**config.mk**
```make
export PLATFORM = sky130hd
export DESIGN_NAME = reg_bus_master
export DESIGN_NICKNAME = d
export VERILOG_FILES = /design/src/rtl/reg_bus_master.sv
export SDC_FILE = /design/constraint.sdc
export NUM_CORES = 1
export LEC_CHECK = 0
export ABC_AREA = 0
export ABC_CLOCK_PERIOD_IN_PS = 6200
export BUFFER_PORTS_ARGS = -buffer_cell sky130_fd_sc_hd__buf_4
export CAP_MARGIN = 20
export CORE_MARGIN = 2
export CORE_UTILIZATION = 51
export CTS_CLUSTER_DIAMETER = 80
export DETAILED_ROUTE_END_ITERATION = 8
export GPL_ROUTABILITY_DRIVEN = 0
export PLACE_DENSITY = 0.81
export RECOVER_POWER = 50
export SYNTH_ARGS = -nofsm -noshare
export SYNTH_HDL_FRONTEND = slang
export SYNTH_SLANG_ARGS = --single-unit
```
**constraint.sdc**
```tcl
create_clock -name clk -period 6.2 [get_ports clk]
set_input_delay 0 -clock clk [delete_from_list [all_inputs] [get_ports clk]]
set_output_delay 0 -clock clk [all_outputs]
set_load 0.03 [all_outputs]
```
**src/rtl/reg_bus_master.sv**
```systemverilog
// Register-bus initiator: takes one host command at a time, runs a single bus
// read or write (or rejects it), and returns exactly one response per command.
module reg_bus_master #(
    parameter int ADDR_W   = 7,
    parameter int DATA_W   = 32,
    parameter int RD_LAT   = 1,
    parameter int RO_TOP   = 1,
    parameter int MAX_ADDR = 81
) (
    input  logic              clk,
    input  logic              rst,
    input  logic              cmd_valid,
    output logic              cmd_ready,
    input  logic              cmd_write,
    input  logic [ADDR_W-1:0] cmd_addr,
    input  logic [DATA_W-1:0] cmd_wdata,
    output logic              rsp_valid,
    input  logic              rsp_ready,
    output logic [DATA_W-1:0] rsp_rdata,
    output logic              rsp_err,
    output logic              bus_en,
    output logic [ADDR_W-1:0] bus_addr,
    output logic              bus_r_wn,
    output logic [DATA_W-1:0] bus_wdata,
    input  logic [DATA_W-1:0] bus_rdata
);

    // state | meaning
    // IDLE  | cmd_ready high, waiting for a host command
    // ISSUE | bus_en strobe cycle for an accepted legal command
    // WAIT  | read latency countdown, rdata captured at terminal count
    // RESP  | response presented, held until the host accepts it
    typedef enum logic [1:0] {IDLE, ISSUE, WAIT, RESP} state_t;

    localparam logic [ADDR_W-1:0] RO_TOP_A   = ADDR_W'(RO_TOP);
    localparam logic [ADDR_W-1:0] MAX_ADDR_A = ADDR_W'(MAX_ADDR);
    // Counter runs RD_LAT-1 .. 0 so the capture edge closes cycle T+RD_LAT.
    localparam logic [2:0]        LAT_LOAD   = 3'(RD_LAT - 1);

    state_t     state;
    logic       op_write;
    logic [2:0] lat_cnt;
    logic       cmd_err;

    assign cmd_err = (cmd_write && (cmd_addr <= RO_TOP_A)) || (cmd_addr > MAX_ADDR_A);

    always_ff @(posedge clk or posedge rst) begin
        if (rst) begin
            state     <= IDLE;
            op_write  <= 1'b0;
            lat_cnt   <= '0;
            cmd_ready <= 1'b0;
            rsp_valid <= 1'b0;
            rsp_rdata <= '0;
            rsp_err   <= 1'b0;
            bus_en    <= 1'b0;
            bus_addr  <= '0;
            bus_r_wn  <= 1'b1;
            bus_wdata <= '0;
        end else begin
            bus_en   <= 1'b0;
            bus_r_wn <= 1'b1;
            case (state)
                IDLE: begin
                    if (cmd_valid && cmd_ready) begin
                        cmd_ready <= 1'b0;
                        op_write  <= cmd_write;
                        if (cmd_err) begin
                            rsp_valid <= 1'b1;
                            rsp_err   <= 1'b1;
                            rsp_rdata <= '0;
                            state     <= RESP;
                        end else begin
                            bus_en    <= 1'b1;
                            bus_addr  <= cmd_addr;
                            bus_r_wn  <= ~cmd_write;
                            bus_wdata <= cmd_wdata;
                            state     <= ISSUE;
                        end
                    end else begin
                        cmd_ready <= 1'b1;
                    end
                end
                ISSUE: begin
                    if (op_write) begin
                        rsp_valid <= 1'b1;
                        rsp_err   <= 1'b0;
                        rsp_rdata <= '0;
                        state     <= RESP;
                    end else begin
                        lat_cnt <= LAT_LOAD;
                        state   <= WAIT;
                    end
                end
                WAIT: begin
                    if (lat_cnt == 3'd0) begin
                        rsp_valid <= 1'b1;
                        rsp_err   <= 1'b0;
                        rsp_rdata <= bus_rdata;
                        state     <= RESP;
                    end else begin
                        lat_cnt <= lat_cnt - 3'd1;
                    end
                end
                RESP: begin
                    if (rsp_ready) begin
                        rsp_valid <= 1'b0;
                        rsp_err   <= 1'b0;
                        rsp_rdata <= '0;
                        cmd_ready <= 1'b1;
                        state     <= IDLE;
                    end
                end
                default: state <= IDLE;
            endcase
        end
    end

endmodule

```
==> impl_results.md, run 1 <==
- Cell Count, Final, Fillers Out: ~600
- Congestion Overflow GR: 0
- Fillers: 404
- Vias in the first global route: 3055
- Setup_tns: 0 ps
- Seq pwr share: 33.5%
- Status: finished, final reports clean
- Net Sw Power: 1.10 mW
- Fin crit period: 3040 ps
- Share of cells above drive strength 1: between 30% and 40%
- Total GRT Usage: 25.6%
- Mapped Nets: 367
- Area grow syn2layout: 57.3%
- DPL Wire Length: between 5 and 6 mm
- Largest net degree at the start of global routing: 83
- Synth Area per Inst: around 12 sq um
- DR vias/cell: 4.98
- Antenna violations before repair: 0
- Worst-skew pair later-pin latency: 350 ps
- Core Footprint: 6760 sq um
- Slew @ Worst Pin: a little under 1000 ps
- Clk slew on worst S/H paths: 80 ps
- Clock power share: 15.4%
- Hold Crit Start: cmd_valid
- Clock buffer depth: 2
- Sink Count: 82
- DR vias: roughly 3k
- WL per Instance: 16.5 um
- Crit Path Category: reg2reg
- DR iter-0 viols: 98
- Drt total wl: a little under 10 mm
- Crit Reg-Reg Startpoint: state[0]$_DFFE_PP0P_
- CTS Buf Count: 9
- Sequential-to-total area share from yosys stat: about 58%
- Die Y: 87.2 um
- Worst setup EP type: register
- Final Hold Vio Count: 0
- ANT cells: 0
- Warnings, synthesis: 0
- Die W: 87.2 um
- Antenna Nets Post-Route: 0
- Worst Path Required: between 6000 and 7000 ps
- Setup Viol. Count Final: 0
- Worst min-delay path class: in2reg
- CTS tree: done
- Final Skew: between 10 and 15 ps
- Int Pwr: 1.46 mW
- Worst EP arrival: 3300 ps
- Most frequent cells in the layout: buf_4, dfrtp_1, dlygate4sd3_1
- Leakage: about 2.7 nW
- RSZ-0062 raised after global routing: no
- Cell taking the most area after synthesis: dfrtp_1
- Nets: 595
- Combinational fraction of design power: between 50% and 60%
- FF+latch count, synth: 82
- Sw Share: 43.1%
- Final Total Pwr: 2.56 mW
- Num ports: roughly 150
- Max-Cap Viols: 0
- Setup crit start kind: register
- Top cell type's share of synthesized area: 57.4%
- H-Tree Depth: 3
- # Post-CTS Setup Buffers: 0
- DRC: 0
- Max VDD drop: 0.000302 V
- Initial core utilization: 52.3%
- Commonest non-fill, non-tap cell in the layout: buf_4
- PnR worst setup slack: 3160 ps
- DRT Pass-1 Iters: 4
- Die Area: 7600 sq um
- Synth area leaders: dfrtp_1, mux2_2, mux2i_1
- Fin crit share: about half
- Placed instance count: 506
- Crit-path max FO: 40
- CTS root buf: clkbuf_8
- Cell area after synthesis: 3530 sq um
- Pre-CTS WS: 3150 ps
- Slew headroom: 35.6%
- Synthesized instance count: 285
- Global-route wire length before repair: between 10 and 15 mm
- Floorplan row count: 30
- Maximum operating frequency: 0.329 GHz
- Post-cts gate resize count: 0
- Number of distinct library cells after synthesis: 33
- Power Density: ~460 nW/um^2
- Slew Viols, Final: 0
- CP Launch Point: state[0]$_DFFE_PP0P_
- Port buffer count: 151
==> stage by stage <==
| stage | instance area, sq um | utilization, % | hold WS [ps] |
|---|---|---|---|
| floorplan | 3530 | - | 39.3 |
| global placement | 4710 | 69.7 | 145 |
| detailed placement | 4710 | 69.7 | 148 |
| CTS | 5640 | 83.5 | 14.6 |
| global route | 5550 | 82.2 | 122 |
| finish | 5550 | 82.2 | 104 |
==> cell usage after synthesis <==
| cell type | n |
|---|---|
| buf_2 | 5 |
| o22a_1 | 1 |
| a31oi_1 | 1 |
| nor2_1 | 3 |
| a22o_1 | 1 |
| mux2i_1 | 33 |
| a21oi_1 | 2 |
| o21ai_0 | 7 |
| dfrtp_1 | 81 |
| mux2_2 | 37 |
| nand4_1 | 1 |
| mux2_4 | 1 |
| clkbuf_1 | 5 |
| and2_1 | 1 |
| ha_1 | 6 |
| o31ai_1 | 1 |
| nor2b_1 | 3 |
| or3b_1 | 1 |
| a211oi_4 | 1 |
| buf_8 | 3 |
| nor4_1 | 1 |
| inv_1 | 39 |
| o32a_2 | 1 |
| mux2_1 | 3 |
| a21o_1 | 1 |
| a221oi_1 | 1 |
| nand2b_1 | 2 |
| dfstp_2 | 1 |
| a221o_1 | 1 |
| o22ai_1 | 1 |
| nand2_1 | 36 |
| o221a_2 | 1 |
| nand3_1 | 3 |
==> final cells by class <==
| cell class | count | area [sq um] | share of cell area [%] |
|---|---|---|---|
| clock buffer | 11 | 151 | 2.73 |
| tap | 80 | 100 | 1.80 |
| inverter | 39 | 148 | 2.66 |
| clock inverter | 5 | 52.6 | 0.946 |
| sequential | 82 | 2050 | 37.0 |
| timing repair buffer | 230 | 1800 | 32.4 |
| multi-input combinational | 151 | 1250 | 22.5 |
==> state kept, by name, summed over array words and instances, names as in the netlist <==
| register | flops |
|---|---|
| rsp_rdata | 32 |
| bus_en | 1 |
| state | 2 |
| op_write | 1 |
| lat_cnt | 3 |
| bus_addr | 7 |
| bus_r_wn | 1 |
| bus_wdata | 32 |
| cmd_ready | 1 |
| rsp_valid | 1 |
| rsp_err | 1 |
==> power by group through the flow <==
stage,registers (mW),clock network (mW),logic [mW]
floorplan,1.20,0,0.559
global placement,0.842,0,1.29
detailed placement,0.854,0,1.31
CTS,0.845,0.402,1.35
global route,0.883,0.421,1.38
finish,0.858,0.394,1.31
==> metal layers <==
layer / wire length [um] / track usage (%) / vias up
met5: 0 / 0 / -
met4: 116 / 8.25 / 0
met3: 678 / 6.45 / 12
met2: 5060 / 43.5 / 121
met1: 4000 / 32.1 / 1446
li1: - / - / 1402
==> cell families after synthesis <==
| kind of cell | Yosys count | synth area share (%) |
|---|---|---|
| multiplexers | 74 | 22.5 |
| buffers and inverters | 52 | 6.66 |
| AO/OA/AOI/OAI | 20 | 4.29 |
| flip-flops | 82 | 58.2 |
| adder cells (fa/ha/maj) | 6 | 2.13 |
| AND/OR/NAND/NOR | 51 | 6.24 |
==> timing repair <==
action | 4_1_cts | 5_1_grt
endpoints found under the hold margin | 74 | 81
hold buffers | 73 | 1
endpoints found under the setup margin | 0 | 0
==> path summary, 6_finish.rpt <==
kind	slack (ps)	endpoint	cells after the start
worst max-delay path	3160	rsp_rdata[8]$_DFFE_PP0P_	7
worst min-delay path	100	bus_en$_DFF_PP0_	3
worst max register to register	3160	rsp_rdata[8]$_DFFE_PP0P_	7
worst min register to register	510	bus_wdata[5]$_DFFE_PP0P_	1
max in group asynchronous	5110	bus_r_wn$_DFF_PP1_	5
min in group asynchronous	330	bus_wdata[29]$_DFFE_PP0P_	4
==> critical path: stages, from the launching register on <==
cell,delay (ps)
dfrtp_1,440
inv_1,100
ha_1,200
buf_4,250
a221o_1,420
a211oi_4,820
buf_4,460
mux2i_1,250
Power figures use the tool's default switching activity.
==> run 2: changes to the inputs <==
--- a/config.mk
+++ b/config.mk
@@ -6,15 +6,15 @@
 export NUM_CORES = 1
 export LEC_CHECK = 0
 export ABC_AREA = 0
-export ABC_CLOCK_PERIOD_IN_PS = 6200
+export ABC_CLOCK_PERIOD_IN_PS = 3200
 export BUFFER_PORTS_ARGS = -buffer_cell sky130_fd_sc_hd__buf_4
 export CAP_MARGIN = 20
 export CORE_MARGIN = 2
-export CORE_UTILIZATION = 51
+export CORE_UTILIZATION = 47
 export CTS_CLUSTER_DIAMETER = 80
 export DETAILED_ROUTE_END_ITERATION = 8
 export GPL_ROUTABILITY_DRIVEN = 0
-export PLACE_DENSITY = 0.81
+export PLACE_DENSITY = 0.75
 export RECOVER_POWER = 50
 export SYNTH_ARGS = -nofsm -noshare
 export SYNTH_HDL_FRONTEND = slang
==> constraint.sdc (replaced) <==
create_clock -name clk -period 3.2 [get_ports clk]
set_input_delay 0 -clock clk [delete_from_list [all_inputs] [get_ports clk]]
set_output_delay 0 -clock clk [all_outputs]
set_load 0.03 [all_outputs]
==> run 2 against run 1 <==
Net effect: the flow now finishes with violations (max-capacitance violations, max-slew violations); sequential share of layout area grew 0.93 points; largest cell class unchanged; flip-flop and latch count stayed put; first-iteration DRC count is 30% lower; count of clock-buffer cells in the layout shrank 2; non-clock buffer count shrank 1; via count decreased by 2.5%; hold slack improved by 45 ps.
==> impl_results.md, run 2 (same netlist as run 1, synthesis figures left out) <==
- Status: complete, but fails checks
- Failing checks: max-capacitance violations, max-slew violations
- Clock power share: 17.6%
- Crit Path Category: reg2reg
- Min-Delay Path Depth: 3
- Placed instance count: 526
- H-Tree Depth: 3
- Antenna violations before repair: 0
- Worst min-delay path class: in2reg
- Met3 usage: 6.01%
- Seq pwr share: 34.2%
- Slew Viols, Final: 36
- Hold_buf cts: 74
- RSZ-0062 raised after global routing: no
- Biggest registers after layout: bus_wdata (32), rsp_rdata (32), bus_addr (7)
- Combinational fraction of design power: 48.2%
- Setup Viol. Count Final: 0
- Power Density: 891 nW/um^2
- Floorplan row count: 31
- Drt total wl: 9.35 mm
- CTS root buf: clkbuf_8
- DRC: 0
- Worst Path Required: 3470 ps
- Vias in the first global route: 3155
- Die Area: 8220 sq um
- GRT met1 Usage: approximately 29%
- Die W: 90.7 um
- Final Hold Vio Count: 0
- Clk slew on worst S/H paths: 90 ps
- Leakage: 2.51 nW
- Sink Count: 82
- Cell count of the worst reg-to-reg path: 6
- DR vias: 2905
- DPL Wire Length: 5.66 mm
- Slew @ Worst Pin: 1530 ps
- Setup_tns: 0 ps
- Crit Reg-Reg Startpoint: state[0]$_DFFE_PP0P_
- Reg2reg setup slack: around 830 ps
- Global-route wire length before repair: 15.3 mm
- Largest net degree at the start of global routing: 49
- CP endpoint: rsp_rdata[27]$_DFFE_PP0P_
- Worst reg2reg endpoint: rsp_rdata[27]$_DFFE_PP0P_
- Most frequent cells in the layout: dfrtp_1, buf_4, clkbuf_1
- Clock buffer depth: 2
- Worst setup EP type: register
- Worst EP arrival: 2640 ps
- Worst-skew pair later-pin latency: 350 ps
- Max VDD drop: 0.000547 V
- Met2 Usage GRT: 39.9%
- Fin crit period: 2370 ps
- Antenna Nets Post-Route: 0
- DR vias/cell: 4.72
- Int Pwr: 2.69 mW
- Die Y: 90.7 um
- Total GRT Usage: 23.5%
- Final Skew: 11.0 ps
- GRT busiest layer: met2
- Commonest non-fill, non-tap cell in the layout: dfrtp_1
- Num ports: 152
- Congestion Overflow GR: 0
- CTS Buf Count: 9
- Initial core utilization: 48.7%
- Max-Cap Viols: 1
- Slew headroom: -2.45%
- Hold Crit Start: cmd_valid
- Cell Count, Final, Fillers Out: 616
- Port buffer count: between 150 and 200
- Nets: roughly 600
- CTS tree: done
- CP Launch Point: state[0]$_DFFE_PP0P_
- Maximum operating frequency: between 0.4 and 0.5 GHz
- Net Sw Power: 2.13 mW
- Post-cts gate resize count: 0
- ANT cells: 0
- # Post-CTS Setup Buffers: 0
- DRT Pass-1 Iters: 4
- Crit-path max FO: 33
- Fin crit share: 74.2%
- Core Footprint: 7250 sq um
- Area grow syn2layout: 53.4%
- Share of cells above drive strength 1: 26.9%
- WL per Instance: 15.2 um
- Sw Share: 44.2%
- DR iter-0 viols: 69
- Setup crit start kind: register
run 2: layout make-up:
cell class                 count  area (sq um)
clock buffer                   9           124
clock inverter                 7           101
fill                         555          1840
inverter                      39           148
multi-input combinational    151          1250
sequential                    82          2050
tap                           99           124
timing repair buffer         229          1620
run 2: layer usage:
metal,share of wire [%],vias to the layer above
li1,-,1388
met1,43,1383
met2,48,119
met3,6.9,15
met4,1.9,0
met5,0,-
run 2: power groups by stage:
stage	Sequential, mW	Combinational [mW]	Clock [mW]
final	1.65	2.32	0.848
after global routing	1.70	2.48	0.905
after CTS	1.64	2.62	0.857
after detailed placement	1.66	2.55	0
after global placement	1.64	2.50	0
after floorplan	2.33	1.08	0
run 2: worst min-delay path by stage:
stage	endpoint
finish	op_write$_DFFE_PP0P_
global route	op_write$_DFFE_PP0P_
CTS	op_write$_DFFE_PP0P_
detailed placement	bus_wdata[3]$_DFFE_PP0P_
global placement	bus_wdata[15]$_DFFE_PP0P_
floorplan	bus_r_wn$_DFF_PP1_
run 2: metrics by stage:
| step | hold slack [ps] | setup slack [ps] | cell area, sq um | utilization [%] | power (mW) |
|---|---|---|---|---|---|
| final | 148 | 826 | 5420 | 74.7 | 4.83 |
| after global routing | 163 | 384 | 5420 | 74.7 | 5.08 |
| after CTS | 148 | 820 | 5700 | 78.6 | 5.12 |
| after detailed placement | 97.3 | 838 | 4740 | 65.3 | 4.20 |
| after global placement | 96.4 | 951 | 4740 | 65.3 | 4.13 |
| after floorplan | 39.3 | 1070 | 3530 | - | 3.41 |
run 2: critical path, cell delays in order, from the launching register on:
cell and delay, ps:
dfrtp_1 450, inv_1 90, ha_1 320, a221o_1 410
a211oi_4 250, buf_4 490, mux2i_1 250
==> run 3: changes to the inputs <==
--- a/config.mk
+++ b/config.mk
@@ -6,15 +6,15 @@
 export NUM_CORES = 1
 export LEC_CHECK = 0
 export ABC_AREA = 0
-export ABC_CLOCK_PERIOD_IN_PS = 3200
+export ABC_CLOCK_PERIOD_IN_PS = 2050
 export BUFFER_PORTS_ARGS = -buffer_cell sky130_fd_sc_hd__buf_4
 export CAP_MARGIN = 20
 export CORE_MARGIN = 2
-export CORE_UTILIZATION = 47
+export CORE_UTILIZATION = 43
 export CTS_CLUSTER_DIAMETER = 80
 export DETAILED_ROUTE_END_ITERATION = 8
 export GPL_ROUTABILITY_DRIVEN = 0
-export PLACE_DENSITY = 0.75
+export PLACE_DENSITY = 0.72
 export RECOVER_POWER = 50
 export SYNTH_ARGS = -nofsm -noshare
 export SYNTH_HDL_FRONTEND = slang
==> constraint.sdc (replaced) <==
create_clock -name clk -period 2.05 [get_ports clk]
set_input_delay 0 -clock clk [delete_from_list [all_inputs] [get_ports clk]]
set_output_delay 0 -clock clk [all_outputs]
set_load 0.03 [all_outputs]
==> run 3 against run 2 <==
Net effect: the run now ends clean; critical path depth grew 1; global-route usage shrank 3.2 points; setup slack lost 780 ps; final cell count grew 2.1%; count of clock-buffer cells in the layout grew 1; maximum frequency grew 18%; register-to-register slack lost 780 ps; largest cell class unchanged.
==> impl_results.md, run 3 (same netlist as run 1, synthesis figures left out) <==
- Status: finished, final reports clean
- Final Total Pwr: 8.10 mW
- Worst min-delay path class: in2reg
- CP Launch Point: state[0]$_DFFE_PP0P_
- Die W: 94.6 um
- Nets: 602
- Combinational fraction of design power: 53.1%
- Crit Reg-Reg Startpoint: state[0]$_DFFE_PP0P_
- Total GRT Usage: roughly 20%
- Cell count of the worst reg-to-reg path: 7
- Int Pwr: roughly 4.7 mW
- DR vias/cell: between 4 and 5
- DPL Wire Length: 5.45 mm
- Setup_tns: 0 ps
- Seq pwr share: 31.6%
- Antenna Nets Post-Route: 0
- Crit-path max FO: 9
- Fin crit share: 97.9%
- Share of cells above drive strength 1: a little over a third
- DRT Pass-1 Iters: 4
- Worst setup EP type: register
- ANT cells: 0
- Die Area: 8950 sq um
- Congestion Overflow GR: 0
- Largest net degree at the start of global routing: 83
- CP max stage delay: 420 ps
- Setup crit start kind: register
- Floorplan row count: 33
- Final Hold Vio Count: 0
- PnR worst setup slack: around 43 ps
- Maximum operating frequency: 0.498 GHz
- Port buffer count: 151
- Slew Viols, Final: 0
- CP endpoint: rsp_rdata[30]$_DFFE_PP0P_
- Fin area: around 5700 sq um
- Drt total wl: 9.24 mm
- Placed instance count: 535
- Min-Delay Path Depth: 4
- Commonest non-fill, non-tap cell in the layout: buf_4
- Leakage: 2.71 nW
- DRC: 0
- Clk slew on worst S/H paths: 80 ps
- Sw Share: 41.5%
- CTS root buf: clkbuf_8
- Power Density: approximately 1400 nW/um^2
- DR vias: 2952
- Clock buffer depth: 2
- Pre-CTS WS: 71.0 ps
- Most frequent cells in the layout: buf_4, dfrtp_1, dlygate4sd3_1
- Fillers: approximately 600
- CP max-delay cell: dfrtp_2
- Num ports: 152
- Worst-skew pair later-pin latency: 340 ps
- Global-route wire length before repair: 14.2 mm
- CTS tree: done
- Antenna violations before repair: 0
- Critical path cell sequence: ha_1 > nor2b_1 > a221o_1 > a211oi_4 > buf_6 > clkbuf_16 > mux2i_1
- Worst EP arrival: ~2300 ps
- Top delay family on crit path: compound AO/OA/AOI/OAI gates
- Sink Count: 82
- H-Tree Depth: 3
- Max-Cap Viols: 0
- Max VDD drop: 0.000886 V
- WP buf/inv: 2
- CTS Buf Count: 9
- Reg2reg setup slack: 40 ps
- DR iter-0 viols: 67
- Placed cell areas: approximately 4800 sq um
- Core Footprint: 8090 sq um
- Fin crit period: 2010 ps
- Initial core utilization: 43.6%
- Worst Path Required: 2290 ps
- WL per Instance: 14.7 um
- Slew headroom: 28.1%
- Final Skew: 9.48 ps
- Clock power share: between 15 and 20%
- Slew @ Worst Pin: 1080 ps
- Worst reg2reg endpoint: rsp_rdata[30]$_DFFE_PP0P_
- Number of cells on the critical path: 7
- Area grow syn2layout: 61.1%
- Biggest registers after layout: bus_wdata (32), rsp_rdata (32), bus_addr (7)
- Die Y: 94.6 um
- Setup Viol. Count Final: 0
- Crit Path Category: reg2reg
- Cell Count, Final, Fillers Out: 629
- Net Sw Power: 3.36 mW
- Vias in the first global route: 3083
[run 3: cell count changes in the layout (fill, tap and decap cells not counted), sizes merged]
| cell | change |
|---|---|
| buf | +45 |
| clkbuf | -36 |
| inv | -2 |
[run 3: how the worst min path moves through the flow]
stage	from	endpoint	slack [ps]
2_1_floorplan	cmd_write	bus_r_wn$_DFF_PP1_	40
4_1_cts	cmd_valid	op_write$_DFFE_PP0P_	140
5_1_grt	cmd_valid	op_write$_DFFE_PP0P_	170
6_report	cmd_valid	cmd_ready$_DFFE_PP0P_	150
3_3_place_gp	cmd_write	bus_r_wn$_DFF_PP1_	140
3_5_place_dp	cmd_write	bus_r_wn$_DFF_PP1_	150
[run 3: per-stage QoR]
step / hold slack, ps / utilization [%]
CTS: 145 / 71.1
global placement: 143 / 59.4
floorplan: 39.3 / -
global route: 172 / 70.3
detailed placement: 154 / 59.4
finish: 147 / 70.3
[run 3: area by class of cell]
type                       count  area, sq um  share of cell area [%]
tap                          105          131                    2.31
inverter                      39          150                    2.64
multi-input combinational    151         1250                    22.0
sequential                    82         2050                    36.1
timing repair buffer         237         1890                    33.2
clock buffer                  10          128                    2.24
clock inverter                 5         80.1                    1.41
[run 3: worst register-to-register path: stages, from the launching register on]
cell	delay [ps]
dfrtp_2	420
ha_1	230
nor2b_1	150
a221o_1	310
a211oi_4	230
buf_6	170
clkbuf_16	180
mux2i_1	230
[run 3: routing by layer]
metal  track usage [%]  share of wire, %  up-vias
met1              24.6                42     1415
met2              34.0                49      114
met3              5.99               7.4       18
li1                  -                 -     1405
met5                 0                 0        -
met4              7.97               1.8        0
[run 3: repair_timing]
item | CTS | global route
setup endpoints to repair | 0 | 33
gates resized for setup | 0 | 3
setup buffers | 0 | 2
endpoints found under the hold margin | 155 | 0
hold buffers | 74 | 0
[run 3: power groups by stage]
stage               Combinational [mW]  Clock [mW]  Sequential, mW
floorplan                         1.69           0            3.63
global placement                  3.98           0            2.55
detailed placement                4.06           0            2.58
CTS                               4.17        1.27            2.56
global route                      4.58        1.34            2.64
finish                            4.30        1.24            2.56
